## config.mk

```make
export PLATFORM = sky130hd
export DESIGN_NAME = sponge_padder
export DESIGN_NICKNAME = d
export VERILOG_FILES = /design/src/rtl/keccak_pkg.sv /design/src/rtl/pad_word_gen.sv /design/src/rtl/sponge_padder.sv
export SDC_FILE = /design/constraint.sdc
export NUM_CORES = 2
export LEC_CHECK = 0
export ABC_AREA = 0
export CAP_MARGIN = 15
export CORE_AREA = 4 4 445 447
export CTS_CLUSTER_SIZE = 12
export DETAILED_ROUTE_END_ITERATION = 8
export DIE_AREA = 0 0 449 451
export SLEW_MARGIN = 10
export SYNTH_ARGS = -nofsm -noshare
export SYNTH_HDL_FRONTEND = slang
export SYNTH_SLANG_ARGS = --single-unit
export TNS_END_PERCENT = 30
```

## constraint.sdc

```tcl
create_clock -name clk -period 101.9 [get_ports clk]
set_input_delay 20.38 -clock clk [delete_from_list [all_inputs] [get_ports clk]]
set_output_delay 20.38 -clock clk [all_outputs]
set_load 0.01 [all_outputs]
```

## src/rtl/keccak_pkg.sv

```systemverilog
// rtl/keccak_pkg.sv - shared Keccak/SHA3/SHAKE constants, mode encoding and padder state type
package keccak_pkg;

  // Domain-separation suffix bytes
  localparam logic [7:0] KECCAK_SFX = 8'h01;
  localparam logic [7:0] SHA3_SFX   = 8'h06;
  localparam logic [7:0] SHAKE_SFX  = 8'h1F;

  // Per-message suffix selection
  typedef enum logic [1:0] {
    MODE_KECCAK = 2'd0,
    MODE_SHA3   = 2'd1,
    MODE_SHAKE  = 2'd2,
    MODE_RSVD   = 2'd3
  } mode_t;

  // Rates in 32-bit words for the Kyber hash instances
  localparam int SHA3_256_RATE = 34;
  localparam int SHA3_512_RATE = 18;
  localparam int SHAKE128_RATE = 42;
  localparam int SHAKE256_RATE = 34;

  typedef enum logic [1:0] {
    ST_ABSORB = 2'd0,
    ST_PAD    = 2'd1,
    ST_FULL   = 2'd2,
    ST_DONE   = 2'd3
  } pad_state_t;

  // Reserved mode falls back to the SHA3 suffix
  function automatic logic [7:0] mode_suffix(input logic [1:0] mode);
    logic [7:0] sfx;
    case (mode)
      MODE_KECCAK: sfx = KECCAK_SFX;
      MODE_SHAKE:  sfx = SHAKE_SFX;
      default:     sfx = SHA3_SFX;
    endcase
    return sfx;
  endfunction

endpackage

```

## src/rtl/pad_word_gen.sv

```systemverilog
// rtl/pad_word_gen.sv - builds one 32-bit word: passthrough, or message bytes + suffix + zero fill
module pad_word_gen (
  input  logic [31:0] in,
  input  logic [1:0]  byte_num,
  input  logic [7:0]  suffix,
  input  logic        last_flag,
  output logic [31:0] word
);

  // Keep the leading byte_num bytes, place the suffix right after them, zero the rest
  always_comb begin
    word = in;
    if (last_flag) begin
      case (byte_num)
        2'd0:    word = {suffix, 24'h000000};
        2'd1:    word = {in[31:24], suffix, 16'h0000};
        2'd2:    word = {in[31:16], suffix, 8'h00};
        default: word = {in[31:8], suffix};
      endcase
    end
  end

endmodule

```

## src/rtl/sponge_padder.sv

```systemverilog
// rtl/sponge_padder.sv - parametrised Keccak sponge padder producing rate-sized blocks
module sponge_padder
  import keccak_pkg::*;
#(
  parameter int RATE_WORDS = 34
) (
  input  logic                      clk,
  input  logic                      reset,
  input  logic                      clear,
  input  logic [1:0]                mode,
  input  logic [31:0]               in,
  input  logic                      in_ready,
  input  logic                      is_last,
  input  logic [1:0]                byte_num,
  output logic                      buffer_full,
  output logic [32*RATE_WORDS-1:0]  out,
  output logic                      out_ready,
  input  logic                      f_ack,
  output logic                      msg_done
);

  localparam int         W        = 32 * RATE_WORDS;
  localparam logic [5:0] LAST_CNT = 6'(RATE_WORDS - 1);

  pad_state_t  state;
  logic [5:0]  cnt;
  logic [7:0]  msg_sfx;
  logic        msg_started;
  logic        sfx_in_block;

  logic [7:0]  cur_sfx;
  logic [31:0] gen_in;
  logic [1:0]  gen_bn;
  logic [7:0]  gen_sfx;
  logic        gen_last;
  logic [31:0] pad_word;
  logic [31:0] next_word;
  logic        final_slot;

  // Mode only counts on the first word of a message; later words reuse the latched suffix
  assign cur_sfx = msg_started ? msg_sfx : mode_suffix(mode);

  // PAD reuses the generator with an all-zero last word so both paths share one datapath
  always_comb begin
    gen_in   = in;
    gen_bn   = byte_num;
    gen_sfx  = cur_sfx;
    gen_last = is_last;
    if (state == ST_PAD) begin
      gen_in   = 32'h0;
      gen_bn   = 2'd0;
      gen_sfx  = 8'h00;
      gen_last = 1'b1;
    end
  end

  pad_word_gen u_pad_word_gen (
    .in        (gen_in),
    .byte_num  (gen_bn),
    .suffix    (gen_sfx),
    .last_flag (gen_last),
    .word      (pad_word)
  );

  // The closing 0x80 bit goes into the last rate word once the suffix has been placed
  assign final_slot = (cnt == LAST_CNT) && ((state == ST_PAD) || is_last);
  assign next_word  = pad_word | (final_slot ? 32'h00000080 : 32'h00000000);

  // Padder FSM, shift register and registered status flags
  always_ff @(posedge clk or posedge reset) begin
    if (reset) begin
      state        <= ST_ABSORB;
      cnt          <= 6'd0;
      out          <= '0;
      msg_sfx      <= 8'h00;
      msg_started  <= 1'b0;
      sfx_in_block <= 1'b0;
      out_ready    <= 1'b0;
      buffer_full  <= 1'b0;
      msg_done     <= 1'b0;
    end else if (clear) begin
      state        <= ST_ABSORB;
      cnt          <= 6'd0;
      out          <= '0;
      msg_sfx      <= 8'h00;
      msg_started  <= 1'b0;
      sfx_in_block <= 1'b0;
      out_ready    <= 1'b0;
      buffer_full  <= 1'b0;
      msg_done     <= 1'b0;
    end else begin
      case (state)
        ST_ABSORB: begin
          if (in_ready) begin
            out <= {out[W-33:0], next_word};
            cnt <= cnt + 6'd1;
            if (!msg_started) begin
              msg_started <= 1'b1;
              msg_sfx     <= mode_suffix(mode);
            end
            if (is_last) begin
              sfx_in_block <= 1'b1;
            end
            if (cnt == LAST_CNT) begin
              state       <= ST_FULL;
              out_ready   <= 1'b1;
              buffer_full <= 1'b1;
            end else if (is_last) begin
              state <= ST_PAD;
            end
          end
        end
        ST_PAD: begin
          out <= {out[W-33:0], next_word};
          cnt <= cnt + 6'd1;
          if (cnt == LAST_CNT) begin
            state       <= ST_FULL;
            out_ready   <= 1'b1;
            buffer_full <= 1'b1;
          end
        end
        ST_FULL: begin
          if (f_ack) begin
            cnt         <= 6'd0;
            out_ready   <= 1'b0;
            buffer_full <= 1'b0;
            if (sfx_in_block) begin
              state    <= ST_DONE;
              msg_done <= 1'b1;
            end else begin
              state <= ST_ABSORB;
            end
          end
        end
        ST_DONE: begin
          msg_done <= 1'b1;
        end
        default: begin
          state <= ST_ABSORB;
        end
      endcase
    end
  end

endmodule
```

==> summary.md <==
| Metric | Value |
|---|---|
| VDD IR max | approximately 15 uV |
| Fin Hold WS | between 0.4 and 0.5 ns |
| R2R cell count | 10 |
| Die footprint | ~0.2 mm^2 |
| Layout cells sized above 1 | 0.0604 |
| Fmax | roughly 38 MHz |
| Largest net degree at the start of global routing | 195 |
| Required time worst endpoint | 102.58 ns |
| Drt total wl | 159000 um |
| Reg-to-Reg Start | state[1] |
| Final setup violating endpoints | 0 |
| Final Wtd Congestion | a little under 0.9 |
| Clock Path Buffers | 3 |
| Crit path kind | primary input to flop |
| Hold_buf cts | 0 |
| Yosys Warn Count | 0 |
| Initial antenna violation count | 2 |
| Mapped Nets | 2677 |
| IO buf count | 1132 |
| CP Launch Type | primary input |
| Post-CTS Setup Repair Bufs | 0 |
| CTS tree | yes |
| Avg Cell Area, Syn | 15.1 um^2 |
| R2R Setup Slk | 95.38 ns |
| Outcome | complete, no violations |
| Critical path fanouts, max | 100 |
| Vias in the first global route | around 29000 |
| R2r endpoint | out[914] |
| Antenna-violating nets left | 0 |
| Clk Latency, worst-skew pair | 0.75 ns |
| Starting Density | 0.205 |
| Tcrit/Tclk final | 0.256 |
| Seq/Total Area, Yosys | 0.698 |
| Core area | between 0.15 and 0.2 mm^2 |
| Worst slew margin | 0.228 |
| # rows | 162 |
| Worst hold path class | flop to flop |
| DRC viols | 0 |
| Arr. time, crit path | 26.78 ns |
| Pleak | about 25 nW |
| Fraction of registers with async set/reset | 1.00 |
| Layout fillers | 19539 |
| RSZ-0062 raised after global routing | no |
| TritonCTS Sinks | 1109 |
| Worst Tran Pin Value | between 1 and 1.5 ns |
| GRT Overall Usage | 0.150 |
| Number of synthesized flops with an enable pin | 0 |
| DR vias | 28879 |
| Slew Limit Fails | 0 |
| Reg clk slew, reported paths | 0.06 ns |
| Crit path launch | clear |
| Synth Flop Type | dfrtp_1 |
| Nets | 3712 |
| Synthesized area | 0.0397 mm^2 |
| Multi-input gate area | roughly 0.011 mm^2 |
| Detailed-route wire length per cell | 25.3 um |
| IO Pins | 1133 |
| Yosys cell types | 43 |
| CP endpoint kind | flop |
| Total grt overflow | 0 |
| Syn Inst Count | around 2600 |
| First-pass GRT wire length | 225000 um |
| Htree depth | 3 |
| Root buf cell | clkbuf_16 |
| CTS Buf Count | 119 |
| Setup TNS | 0 ns |
| Final hold violation count | 0 |
| Setup crit end | out[914] |
| Total of max-cap violations | 0 |
| Post-CTS sizing | 0 |
| Setup clock skew after layout | between 0.02 and 0.03 ns |
| Pwr dens | 17.5 mW/mm^2 |
| Final min period | 26.10 ns |
| Die width | around 450 um |
| Synth Register Bits | 1109 |
| Area Growth Syn to Fin | 43.5% |
| Vert. Die Dim | 451 um |
| FF+latch area | approximately 0.028 mm^2 |
| Pre-Repair DR Iteration Count | 5 |
| Vias per cell | 4.58 |
| DRT iter0 DRCs | 2646 |
| HPWL after detailed placement | between 100000 and 150000 um |
-- worst min-delay path by stage --
stage | slack, ns | cells after the start | to | from
finish | 0.50 | 1 | out[705] | out[673]
detailed placement | 0.49 | 1 | msg_sfx[2] | msg_sfx[2]
floorplan | 0.46 | 1 | msg_sfx[1] | msg_sfx[1]
global route | 0.52 | 1 | msg_sfx[2] | msg_sfx[2]
CTS | 0.50 | 1 | out[705] | out[673]
global placement | 0.48 | 1 | msg_sfx[1] | msg_sfx[1]
-- worst max-delay path: stages --
cell	delay, ns
clkdlybuf4s50_1	0.73
inv_1	0.41
and2_4	0.72
buf_4	0.88
buf_4	0.72
buf_4	0.78
buf_4	0.91
buf_4	0.74
a22o_1	0.24
-- cells in the final DEF, fill, tap and decap left out, types with 3 or more instances in the layout --
cell / count
inv_1: 6
nor2b_1: 10
nor4_1: 4
ha_1: 7
dfrtp_1: 1109
nor3_1: 6
a32oi_1: 6
clkinvlp_4: 4
a22oi_1: 14
bufinv_16: 3
or3_1: 3
clkinv_2: 19
inv_8: 3
clkdlybuf4s50_1: 1132
a21oi_1: 9
clkbuf_16: 119
clkbuf_1: 32
a22o_1: 1058
nand2_1: 37
nand3_1: 7
nor3b_1: 3
o21ai_0: 21
o21a_1: 6
and3_1: 8
buf_12: 5
nor2_1: 13
a32o_1: 4
clkinv_16: 4
clkbuf_8: 26
o21ai_1: 8
nand2b_1: 6
a221o_1: 8
buf_4: 28
-- cells by family after synthesis --
kind of cell             synth area share
AO/OA/AOI/OAI                       0.249
flip-flops                          0.698
buffers and inverters              0.0366
AND/OR/NAND/NOR                    0.0132
adder cells (fa/ha/maj)           0.00220
multiplexers                     0.000661
-- synth_stat cells, drive strengths merged, types with 3 or more instances --
cell | count | share of area
o21ai | 29 | 0.0037
nor2 | 14 | 0.0015
nand2 | 37 | 0.0035
a31oi | 3 | 0.00063
a22o | 1058 | 0.23
nand2b | 6 | 0.00094
buf | 187 | 0.030
nor4 | 4 | 0.00063
a22oi | 14 | 0.0026
nor3 | 6 | 0.00076
inv | 7 | 0.00066
clkbuf | 64 | 0.0060
nor3b | 3 | 0.00057
ha | 7 | 0.0022
or3 | 3 | 0.00047
nor2b | 10 | 0.0016
dfrtp | 1109 | 0.70
a221o | 8 | 0.0020
a21oi | 9 | 0.0011
nand3 | 7 | 0.00088
and3 | 8 | 0.0013
o21a | 6 | 0.0011
a32oi | 6 | 0.0013
a32o | 4 | 0.0010
-- per-layer routing --
metal,share of wire,wire length [um],global-route usage,up-vias
li1,-,-,-,12332
met1,0.37,59500,0.171,15243
met2,0.52,83500,0.267,1104
met3,0.070,11100,0.0429,198
met4,0.031,4960,0.0531,2
met5,0.000088,14,0,-
-- per-stage QoR --
| step | total power [mW] | instance area, um^2 | util | setup slack, ns | std cells |
|---|---|---|---|---|---|
| 6_report | 1.00 | 57000 | 0.294 | 75.80 | 6300 |
| 5_1_grt | 1.04 | 57000 | 0.294 | 75.46 | 6300 |
| 4_1_cts | 1.01 | 57000 | 0.294 | 76.07 | 6299 |
| 3_5_place_dp | 0.579 | 53100 | 0.274 | 75.20 | 6084 |
| 3_3_place_gp | 0.577 | 53100 | 0.274 | 75.33 | 6084 |
| 2_1_floorplan | 0.553 | 39700 | - | 50.29 | 2628 |
-- final cells by class --
class / instances / area share
Inverter: 7 / 0.000592
Antenna cell: 1 / 0.0000439
Multi-Input combinational cell: 1261 / 0.185
Clock buffer: 177 / 0.0606
Tap cell: 2542 / 0.0558
Clock inverter: 38 / 0.00772
Sequential cell: 1109 / 0.486
Timing Repair Buffer: 1165 / 0.204
-- flip-flops by register name, summed over array words and instances (netlist names) --
name / count
buffer_full: 1
cnt: 6
msg_done: 1
msg_sfx: 8
msg_started: 1
out: 1088
out_ready: 1
sfx_in_block: 1
state: 2
-- power breakdown --
group | switching (mW) | internal [mW]
clock | 0.186 | 0.243
sequential | 0.00677 | 0.446
combinational | 0.0950 | 0.0236
(Power assumes the default switching activity.)
